--- src/rtl/motor_ramp_controller.sv ---
// motor_ramp_controller
// Drives the duty_cycle input of one Motor_Driver phase bridge. The
// commanded target is approached at a bounded slew rate. On disable, duty
// ramps down to zero. Invalid hall codes or a stalled rotor force duty to
// zero and latch a sticky fault flag until the fault is acknowledged with
// the motor disabled.
module motor_ramp_controller #(
    parameter int                    DUTY_WIDTH        = 8,
    parameter int                    RAMP_DIV          = 16,
    parameter int                    RAMP_STEP         = 4,
    parameter int                    HALL_FAULT_CYCLES = 8,
    parameter int                    STALL_CYCLES      = 4096,
    parameter logic [DUTY_WIDTH-1:0] STALL_MIN_DUTY    = 8'h20
) (
    input  logic                  clock,
    input  logic                  reset,
    input  logic                  enable,
    input  logic [DUTY_WIDTH-1:0] target_duty,
    input  logic                  target_load,
    input  logic                  fault_clear,
    input  logic [2:0]            hall,
    output logic [DUTY_WIDTH-1:0] duty_cycle,
    output logic                  running,
    output logic                  at_target,
    output logic                  hall_fault,
    output logic                  stall_fault
);

    localparam int RAMP_W  = (RAMP_DIV > 1) ? $clog2(RAMP_DIV) : 1;
    localparam int HALL_W  = (HALL_FAULT_CYCLES > 1) ? $clog2(HALL_FAULT_CYCLES) : 1;
    localparam int STALL_W = (STALL_CYCLES > 1) ? $clog2(STALL_CYCLES) : 1;

    localparam logic [RAMP_W-1:0]     RAMP_LAST  = RAMP_W'(RAMP_DIV - 1);
    localparam logic [RAMP_W-1:0]     RAMP_ONE   = RAMP_W'(1);
    localparam logic [HALL_W-1:0]     HALL_LAST  = HALL_W'(HALL_FAULT_CYCLES - 1);
    localparam logic [HALL_W-1:0]     HALL_ONE   = HALL_W'(1);
    localparam logic [STALL_W-1:0]    STALL_LAST = STALL_W'(STALL_CYCLES - 1);
    localparam logic [STALL_W-1:0]    STALL_ONE  = STALL_W'(1);
    localparam logic [DUTY_WIDTH:0]   STEP_EXT   = (DUTY_WIDTH + 1)'(RAMP_STEP);
    localparam logic [DUTY_WIDTH-1:0] DUTY_ZERO  = {DUTY_WIDTH{1'b0}};

    typedef enum logic [1:0] {
        ST_IDLE     = 2'd0,
        ST_ACTIVE   = 2'd1,
        ST_SHUTDOWN = 2'd2,
        ST_FAULT    = 2'd3
    } state_t;

    state_t                state_r;
    logic [DUTY_WIDTH-1:0] duty_r;
    logic [DUTY_WIDTH-1:0] target_r;
    logic                  running_r;
    logic                  hall_fault_r;
    logic                  stall_fault_r;
    logic [RAMP_W-1:0]     ramp_cnt_r;
    logic [HALL_W-1:0]     hall_cnt_r;
    logic [STALL_W-1:0]    stall_cnt_r;
    logic [2:0]            hall_meta_r;
    logic [2:0]            hall_sync_r;
    logic [2:0]            hall_prev_r;

    logic                  moving_s;
    logic                  hall_invalid_s;
    logic                  hall_edge_s;
    logic                  stall_run_s;
    logic                  hall_trip_s;
    logic                  stall_trip_s;
    logic                  ramp_tick_s;
    logic [DUTY_WIDTH-1:0] goal_s;
    logic [DUTY_WIDTH:0]   duty_ext_s;
    logic [DUTY_WIDTH:0]   goal_ext_s;
    logic [DUTY_WIDTH:0]   sum_ext_s;
    logic [DUTY_WIDTH-1:0] duty_step_s;
    logic [DUTY_WIDTH-1:0] duty_next_s;

    assign duty_cycle  = duty_r;
    assign running     = running_r;
    assign hall_fault  = hall_fault_r;
    assign stall_fault = stall_fault_r;
    assign at_target   = (state_r == ST_ACTIVE) && (duty_r == target_r);

    // Hall decode and fault trip conditions for the current cycle
    always_comb begin
        moving_s       = 1'b0;
        hall_invalid_s = 1'b0;
        hall_edge_s    = 1'b0;
        stall_run_s    = 1'b0;
        hall_trip_s    = 1'b0;
        stall_trip_s   = 1'b0;
        if ((state_r == ST_ACTIVE) || (state_r == ST_SHUTDOWN)) begin
            moving_s = 1'b1;
        end else begin
            moving_s = 1'b0;
        end
        if ((hall_sync_r == 3'b000) || (hall_sync_r == 3'b111)) begin
            hall_invalid_s = 1'b1;
        end else begin
            hall_invalid_s = 1'b0;
        end
        hall_edge_s  = (hall_sync_r != hall_prev_r);
        // Stall timing is suspended at low duty where the rotor may not turn
        stall_run_s  = !hall_edge_s && (duty_r >= STALL_MIN_DUTY);
        hall_trip_s  = moving_s && hall_invalid_s && (hall_cnt_r == HALL_LAST);
        stall_trip_s = moving_s && stall_run_s && (stall_cnt_r == STALL_LAST);
    end

    // Next ramp value: one bounded step toward the goal, clamped at the goal
    always_comb begin
        ramp_tick_s = (ramp_cnt_r == RAMP_LAST);
        if (state_r == ST_ACTIVE) begin
            goal_s = target_r;
        end else begin
            goal_s = DUTY_ZERO;
        end
        // One extra bit keeps duty+step from wrapping past full scale
        duty_ext_s  = {1'b0, duty_r};
        goal_ext_s  = {1'b0, goal_s};
        sum_ext_s   = duty_ext_s + STEP_EXT;
        duty_step_s = duty_r;
        if (duty_ext_s < goal_ext_s) begin
            if (sum_ext_s > goal_ext_s) begin
                duty_step_s = goal_s;
            end else begin
                duty_step_s = sum_ext_s[DUTY_WIDTH-1:0];
            end
        end else if (duty_ext_s > goal_ext_s) begin
            if (duty_ext_s >= (goal_ext_s + STEP_EXT)) begin
                duty_step_s = duty_r - STEP_EXT[DUTY_WIDTH-1:0];
            end else begin
                duty_step_s = goal_s;
            end
        end else begin
            duty_step_s = duty_r;
        end
        if (ramp_tick_s) begin
            duty_next_s = duty_step_s;
        end else begin
            duty_next_s = duty_r;
        end
    end

    // Two-flop hall synchronizer followed by the edge-detect history register
    always_ff @(posedge clock) begin
        if (reset) begin
            hall_meta_r <= 3'b000;
            hall_sync_r <= 3'b000;
            hall_prev_r <= 3'b000;
        end else begin
            hall_meta_r <= hall;
            hall_sync_r <= hall_meta_r;
            hall_prev_r <= hall_sync_r;
        end
    end

    // Run-state sequencer: ramping, fault detection and registered outputs
    always_ff @(posedge clock) begin
        if (reset) begin
            state_r       <= ST_IDLE;
            duty_r        <= DUTY_ZERO;
            target_r      <= DUTY_ZERO;
            running_r     <= 1'b0;
            hall_fault_r  <= 1'b0;
            stall_fault_r <= 1'b0;
            ramp_cnt_r    <= '0;
            hall_cnt_r    <= '0;
            stall_cnt_r   <= '0;
        end else begin
            case (state_r)
                ST_IDLE: begin
                    duty_r      <= DUTY_ZERO;
                    ramp_cnt_r  <= '0;
                    hall_cnt_r  <= '0;
                    stall_cnt_r <= '0;
                    if (target_load) begin
                        target_r <= target_duty;
                    end
                    if (enable) begin
                        state_r   <= ST_ACTIVE;
                        running_r <= 1'b1;
                    end
                end
                ST_ACTIVE, ST_SHUTDOWN: begin
                    if (target_load) begin
                        target_r <= target_duty;
                    end
                    // A fault wins over any ramp step or enable change this cycle
                    if (hall_trip_s || stall_trip_s) begin
                        state_r       <= ST_FAULT;
                        duty_r        <= DUTY_ZERO;
                        running_r     <= 1'b0;
                        hall_fault_r  <= hall_trip_s;
                        stall_fault_r <= stall_trip_s;
                        ramp_cnt_r    <= '0;
                        hall_cnt_r    <= '0;
                        stall_cnt_r   <= '0;
                    end else begin
                        duty_r     <= duty_next_s;
                        ramp_cnt_r <= ramp_tick_s ? '0 : (ramp_cnt_r + RAMP_ONE);
                        hall_cnt_r <= hall_invalid_s ? (hall_cnt_r + HALL_ONE) : '0;
                        stall_cnt_r <= stall_run_s ? (stall_cnt_r + STALL_ONE) : '0;
                        if (state_r == ST_ACTIVE) begin
                            if (!enable) begin
                                state_r <= ST_SHUTDOWN;
                            end
                        end else if (enable) begin
                            // Resume from the present duty; the ramp phase carries on
                            state_r <= ST_ACTIVE;
                        end else if (duty_r == DUTY_ZERO) begin
                            state_r   <= ST_IDLE;
                            running_r <= 1'b0;
                        end
                    end
                end
                ST_FAULT: begin
                    duty_r    <= DUTY_ZERO;
                    running_r <= 1'b0;
                    // Acknowledge only counts once the run request has been dropped
                    if (fault_clear && !enable) begin
                        state_r       <= ST_IDLE;
                        hall_fault_r  <= 1'b0;
                        stall_fault_r <= 1'b0;
                        ramp_cnt_r    <= '0;
                        hall_cnt_r    <= '0;
                        stall_cnt_r   <= '0;
                    end
                end
                default: begin
                    state_r   <= ST_IDLE;
                    duty_r    <= DUTY_ZERO;
                    running_r <= 1'b0;
                end
            endcase
        end
    end

endmodule
--- config.mk ---
export PLATFORM = sky130hd
export DESIGN_NAME = motor_ramp_controller
export DESIGN_NICKNAME = d
export VERILOG_FILES = /design/src/rtl/motor_ramp_controller.sv
export SDC_FILE = /design/constraint.sdc
export NUM_CORES = 1
export LEC_CHECK = 0
export ABC_AREA = 1
export ABC_CLOCK_PERIOD_IN_PS = 4100
export CORE_MARGIN = 3
export CORE_UTILIZATION = 30
export DETAILED_ROUTE_END_ITERATION = 10
export PLACE_DENSITY_LB_ADDON = 0.08
export SLEW_MARGIN = 10
export SYNTH_ARGS = -nofsm -noshare
export SYNTH_HDL_FRONTEND = slang
export SYNTH_SLANG_ARGS = --single-unit
--- constraint.sdc ---
create_clock -name clock -period 4.1 [get_ports clock]
set_input_delay 0.41 -clock clock [delete_from_list [all_inputs] [get_ports clock]]
set_output_delay 0.41 -clock clock [all_outputs]
set_load 0.01 [all_outputs]
==> impl_metrics.json, run 1 <==
{
  "ios": 28,
  "fin_nets": 559,
  "wl_met3_um": 228,
  "n_antenna_cell": 0,
  "power.leakage_uw": 0.00175,
  "dieArea_um2": 12400,
  "required_ns": 4.35,
  "final-hold-violation-count": 0,
  "netlist_area_um2": 3320,
  "highest_layer": "met4",
  "setup_viol": 0,
  "p_clk_share_pct": 19.1,
  "drive_gt1_share_pct": 9.14,
  "power_density_nw_per_um2": 433,
  "synth_cell_types": 44,
  "clock-sinks": 49,
  "clk_pin_slew_ns": 0.10,
  "area_growth_pct": 15.8,
  "swShare_pct": 44.5,
  "hp-class": "reg -> reg",
  "wirelength_um": 8360,
  "hold_depth": 2,
  "dpl.hpwl_um": 6640,
  "rsz0062_at_grt": "no",
  "yosys.area.top_type": "dfxtp_1",
  "dieHeight_um": 111,
  "finalCriticalPeriod_ns": 3.12,
  "clk_latency_ns": 0.31,
  "synth_most_common_cell": "nand2_1",
  "tns_ns": 0,
  "vias": 3044,
  "synth_top_area_share_pct": 29.5,
  "wl_met2_um": 4020,
  "cts.path.max_buffers": 2,
  "row_count": 37,
  "power_frac_seq_pct": 33.4,
  "drv_cap": 0,
  "pwr-share-comb_pct": 47.5,
  "grt_pass1_wl_um": 14700,
  "start_util_pct": 31.5,
  "portBuffers": 27,
  "whs_endpoint": "hall_sync_r[0]$_SDFF_PP0_",
  "status": "completed",
  "first_pass_iters": 4,
  "skew_ns": 0.00648,
  "first_global_vias": 3009,
  "crit_type": "reg -> reg",
  "ys_ff_latch": 49,
  "reg2reg_depth": 24,
  "slew_viol_final": 0,
  "syn_nets": 530,
  "die_x_um": 111,
  "synthTopCellsByArea": "dfxtp_1 (30%), nand2_1 (12%), ha_1 (11%)",
  "fin_crit_sh_pct": 76.1,
  "slew_headroom_pct": 65.2,
  "ff2ff_setup_slack_ns": 0.98,
  "power_uw": 1660,
  "drcViolationCount": 0,
  "numCtsBuffers": 5,
  "ys_warn_count": 0,
  "syn_area_per_cell_um2": 6.86,
  "antenna_found_initial": 0,
  "r2r_start": "state_r[1]$_SDFFE_PP0P_",
  "dr.first_iter.drc_count": 113,
  "m1WireLength_um": 4010,
  "gr-total-overflow": 0,
  "tightest_slew_ns": 0.522,
  "critPathArrivalTime_ns": 3.37,
  "ys_seq_area_share_pct": 29.5,
  "grt_start_max_net_pins": 30,
  "cts_resized": 0,
  "syn_inst": 484,
  "viasPerCell": 4.68,
  "tritoncts": "yes",
  "clock.fmax_mhz": 321,
  "hp-start": "hall_meta_r[0]$_SDFF_PP0_",
  "post_cts_buffers": 0,
  "synth_commonest_cells": "nand2_1 (107), nor2_1 (57), inv_1 (54)",
  "peakVddDrop_mv": 0.183,
  "critPathCaptureType": "flip-flop",
  "synth_edf_count": 0,
  "switchingPower_uw": 740,
  "cp-start-kind": "flip-flop",
  "grt_util_all_layers_pct": 14.4,
  "synth-main-ff-cell": "dfxtp_1",
  "coreArea_um2": 10600,
  "htreeDepth": 2,
  "antenna_left": 0,
  "ys_async_sr_fraction_pct": 0,
  "root_buffer": "clkbuf_8",
  "hold_buffers": 0,
  "gp_congestion": 0.847,
  "routedWlPerCell_um": 12.9,
  "worstReg2RegEnd": "duty_cycle[5]$_SDFFE_PP0P_",
  "internal_power_uw": 924,
  "crit_fanout": 13
}
## logic make-up (layout without fill, tap and decap cells)
group | Yosys count | in the layout | synth area share (%)
DFF | 49 | 49 | 29.5
buffers and inverters | 74 | 104 | 8.93
xor gates and xnor gates | 17 | 17 | 4.48
AOI/OAI and AO/OA | 63 | 63 | 11.3
and+or+nand+nor | 251 | 251 | 34.5
adders and majority gates | 30 | 30 | 11.3
## how the worst max path moves through the flow
stage,startpoint,endpoint,slack [ns]
2_1_floorplan,duty_cycle[4]$_SDFFE_PP0P_,duty_cycle[2]$_SDFFE_PP0P_,1.57
3_3_place_gp,state_r[1]$_SDFFE_PP0P_,duty_cycle[5]$_SDFFE_PP0P_,1.12
3_5_place_dp,state_r[1]$_SDFFE_PP0P_,duty_cycle[4]$_SDFFE_PP0P_,1.01
4_1_cts,state_r[1]$_SDFFE_PP0P_,duty_cycle[5]$_SDFFE_PP0P_,0.98
5_1_grt,state_r[1]$_SDFFE_PP0P_,duty_cycle[4]$_SDFFE_PP0P_,0.58
6_report,state_r[1]$_SDFFE_PP0P_,duty_cycle[5]$_SDFFE_PP0P_,0.98
## cell type report
class                      instances  area, um2
tap                              136        170
clock inverter                     2       17.5
clock buffer                       6       82.6
sequential                        49        981
multi-input combinational        361       2040
timing repair buffer              32        308
fill                            1183       6710
inverter                          64        243
## critical path, cell delays in order (launching register included)
cell and delay (ns):
dfxtp_1 0.34, inv_1 0.13, ha_1 0.50, nand2_2 0.18, inv_2 0.10, nand2_2 0.08
nor2_4 0.10, nand2_2 0.09, nor2_4 0.12, inv_1 0.07, nand2_1 0.06, ha_1 0.24
nand2_1 0.07, inv_1 0.04, nand2_1 0.05, inv_1 0.03, nand2_1 0.05, nand2_1 0.04
nand2_1 0.07, nand2_1 0.18, nand2_1 0.19, nand2_1 0.07, nand3_1 0.07, nand3_1 0.07
a21oi_1 0.12
## sequential cells by signal (all words and copies together) (netlist names)
name,cells
duty_cycle,8
hall_prev_r,3
state_r,2
hall_meta_r,3
hall_sync_r,3
hall_fault,1
ramp_cnt_r,4
target_r,8
running,1
stall_cnt_r,12
hall_cnt_r,3
stall_fault,1
## metal layers
layer,vias to the layer above,GRT usage [%]
met5,-,0
met4,0,3.89
met3,7,2.40
met2,36,24.8
met1,1380,18.5
li1,1621,-
## through the flow
stage          instance area [um2]  utilization [%]  worst slack (ns)  std cells  hold slack (ns)
6_report                      3850             36.4             0.981        650            0.408
4_1_cts                       3850             36.4             0.984        650            0.410
3_5_place_dp                  3750             35.5              1.01        642            0.396
5_1_grt                       3850             36.4             0.582        650            0.433
3_3_place_gp                  3750             35.5              1.12        642            0.390
2_1_floorplan                 3320                -              1.57        484            0.388
## power groups by stage
stage                     sequential [uW]  clock [uW]  combinational [uW]
after floorplan                       560           0                 603
after global placement                564           0                 800
after detailed placement              566           0                 795
after CTS                             555         333                 798
after global routing                  564         355                 911
final                                 555         318                 791
## placed cells by master, fill, tap and decap left out, types with 2 or more instances in the layout
| cell | netlist | layout |
|---|---|---|
| nand2_1 | 107 | 107 |
| a21o_1 | 2 | 2 |
| nand3b_1 | 3 | 3 |
| clkdlybuf4s50_1 | 0 | 27 |
| nor3_1 | 6 | 6 |
| ha_1 | 30 | 30 |
| clkbuf_8 | 0 | 6 |
| nor2_2 | 3 | 3 |
| a21oi_2 | 2 | 2 |
| nor2_1 | 57 | 57 |
| or2_1 | 2 | 2 |
| nand3_1 | 49 | 49 |
| o22ai_1 | 2 | 2 |
| a31oi_1 | 2 | 2 |
| o211ai_1 | 2 | 2 |
| inv_1 | 54 | 54 |
| and3_1 | 2 | 2 |
| nand4_1 | 2 | 2 |
| a21oi_1 | 31 | 31 |
| inv_2 | 8 | 8 |
| xnor2_1 | 4 | 4 |
| xor2_1 | 13 | 13 |
| nand2_2 | 11 | 11 |
| dfxtp_1 | 49 | 49 |
| o21a_1 | 2 | 2 |
| nor2_4 | 3 | 3 |
| o21ai_0 | 11 | 11 |
| a211oi_1 | 4 | 4 |
| buf_4 | 1 | 5 |
(Power assumes the default switching activity.)
==> run 2: changes to the inputs <==
--- a/config.mk
+++ b/config.mk
@@ -6,7 +6,7 @@
 export NUM_CORES = 1
 export LEC_CHECK = 0
 export ABC_AREA = 1
-export ABC_CLOCK_PERIOD_IN_PS = 4100
+export ABC_CLOCK_PERIOD_IN_PS = 3100
 export CORE_MARGIN = 3
 export CORE_UTILIZATION = 30
 export DETAILED_ROUTE_END_ITERATION = 10
==> constraint.sdc (replaced) <==
create_clock -name clock -period 3.1 [get_ports clock]
set_input_delay 0.31 -clock clock [delete_from_list [all_inputs] [get_ports clock]]
set_output_delay 0.31 -clock clock [all_outputs]
set_load 0.01 [all_outputs]
==> run 2 against run 1 <==
Critical endpoint is now duty_cycle[0]$_SDFFE_PP0P_. Design area rose by 1.4%. First-iteration DRC count fell by 8.0%. Clock power rose by 32%. Worst hold slack barely moved. Clock skew rose by 0.00060 ns. Highest routed layer unchanged. Via count rose by 0.59%. Fmax rose by 17%.
==> impl_metrics.json, run 2 (synthesized netlist as in run 1, its figures left out) <==
{
  "status": "completed",
  "gp_congestion": 0.874,
  "dp.cells": 647,
  "path_cells": "inv_1, ha_4, nand2_2, inv_2, nand2_2, nor2_4, nand2_2, nor2_4, inv_1, nand2_1, ha_1, nand2_1, inv_1, nand2_1, inv_1, nand2_1, nand2_1, nand2_1, nand2_2, nand3_2, nand2_1, nor2_2, nand2_1, a21oi_2",
  "antenna_left": 0,
  "finalCriticalPeriod_ns": 2.68,
  "wirelength_um": 8310,
  "tns_ns": 0,
  "routedWlPerCell_um": 12.7,
  "hp-class": "reg -> reg",
  "grt_pass1_wl_um": 14400,
  "cp-start-kind": "flip-flop",
  "first_global_vias": 3073,
  "worst_path_largest_cell_delay_ns": 0.34,
  "hold_depth": 2,
  "area_growth_pct": 17.4,
  "required_ns": 3.34,
  "dieHeight_um": 111,
  "viasPerCell": 4.67,
  "rsz0062_at_grt": "no",
  "fin_nets": 564,
  "drcViolationCount": 0,
  "top_register": "stall_cnt_r",
  "dr.first_iter.drc_count": 104,
  "row_count": 37,
  "htreeDepth": 2,
  "numCtsBuffers": 5,
  "first_pass_iters": 4,
  "crit_fanout": 9,
  "power.leakage_uw": 0.00177,
  "holdWs_ns": 0.408,
  "critPathMostFrequentCell": "nand2_1",
  "tightest_slew_ns": 0.526,
  "fin_crit_sh_pct": 86.4,
  "clk_pin_slew_ns": 0.10,
  "coreArea_um2": 10600,
  "power_density_nw_per_um2": 571,
  "slew_headroom_pct": 64.6,
  "crit_type": "reg -> reg",
  "skew_ns": 0.00708,
  "drv_cap": 0,
  "portBuffers": 27,
  "antenna_found_initial": 0,
  "final_cells": 655,
  "worstReg2RegEnd": "duty_cycle[0]$_SDFFE_PP0P_",
  "grt_util_all_layers_pct": 13.9,
  "final_common_cell": "nand2_1",
  "clock-sinks": 49,
  "hold_buffers": 0,
  "critPathCaptureType": "flip-flop",
  "drive_gt1_share_pct": 10.6,
  "whs_endpoint": "hall_sync_r[1]$_SDFF_PP0_",
  "dpl.hpwl_um": 6580,
  "peakVddDrop_mv": 0.231,
  "grt_start_max_net_pins": 31,
  "critPathSlowestCell": "dfxtp_1",
  "gr-total-overflow": 0,
  "fin_util_pct": 37.0,
  "stdcell_area_um2": 3900,
  "clock.fmax_mhz": 374,
  "n_antenna_cell": 0,
  "reg2reg_depth": 24,
  "final-hold-violation-count": 0,
  "dieArea_um2": 12400,
  "tritoncts": "yes",
  "cts.path.max_buffers": 2,
  "root_buffer": "clkbuf_8",
  "ff2ff_setup_slack_ns": 0.42,
  "ios": 28,
  "final_cell_mix": "nand2_1 (105), nor2_1 (57), inv_1 (54)",
  "critPathArrivalTime_ns": 2.92,
  "start_util_pct": 31.5,
  "clk_latency_ns": 0.31,
  "hp-start": "hall_meta_r[1]$_SDFF_PP0_",
  "place_area_um2": 3780,
  "slew_viol_final": 0,
  "largest_register_ffs": 12,
  "vias": 3062,
  "r2r_start": "state_r[1]$_SDFFE_PP0P_",
  "die_x_um": 111,
  "setup_viol": 0
}
[run 2: changes by cell type in the layout (fill, tap and decap cells not counted), sizes merged]
cell,before,now
buf,5,10
[run 2: worst max-delay path by stage]
stage / end / cells past startpoint / startpoint / slack (ns)
after CTS: duty_cycle[4]$_SDFFE_PP0P_ / 24 / state_r[1]$_SDFFE_PP0P_ / 0.06
after global placement: duty_cycle[3]$_SDFFE_PP0P_ / 24 / state_r[1]$_SDFFE_PP0P_ / 0.21
final: duty_cycle[0]$_SDFFE_PP0P_ / 24 / state_r[1]$_SDFFE_PP0P_ / 0.42
after global routing: duty_cycle[4]$_SDFFE_PP0P_ / 24 / state_r[1]$_SDFFE_PP0P_ / 0.1
after floorplan: duty_cycle[2]$_SDFFE_PP0P_ / 18 / duty_cycle[4]$_SDFFE_PP0P_ / 0.57
after detailed placement: duty_cycle[4]$_SDFFE_PP0P_ / 24 / state_r[1]$_SDFFE_PP0P_ / 0.1
[run 2: where the power goes]
| group | leakage [uW] | internal (uW) | switching, uW |
|---|---|---|---|
| registers | 0.000399 | 685 | 51.2 |
| clock network | 0.0000518 | 186 | 233 |
| logic | 0.00132 | 375 | 695 |
[run 2: metal layers]
metal	global-route usage (%)	part of all wire (%)	up-vias
met5	0	0	-
met4	3.16	0.96	0
met3	1.80	2.2	5
met2	24.9	50	28
met1	17.7	47	1399
li1	-	-	1630
[run 2: repair_timing]
item	in CTS	in global routing
setup buffers	0	0
endpoints found under the setup margin	0	8
gates resized for setup	0	4
[run 2: layout make-up]
class,instances,area [um2]
well taps,136,170
clock buffers,6,82.6
multi-input cells,361,2060
flip-flops and latches,49,981
repair buffers,37,345
inverters,64,243
fillers,1168,6650
clock inverters,2,17.5
[run 2: per-stage QoR]
| step | total power [uW] | worst slack, ns |
|---|---|---|
| finish | 2230 | 0.423 |
| CTS | 2250 | 0.0590 |
| floorplan | 1540 | 0.566 |
| global placement | 1820 | 0.211 |
| detailed placement | 1820 | 0.0956 |
| global route | 2440 | 0.0984 |
[run 2: critical path: cells and delay by family (launching register included)]
family	cells	cell delay (ns)
AO/OA/AOI/OAI	1	0.13
adder cells (fa/ha/maj)	2	0.46
AND/OR/NAND/NOR	16	1.31
flip-flops	1	0.34
buffers and inverters	5	0.36
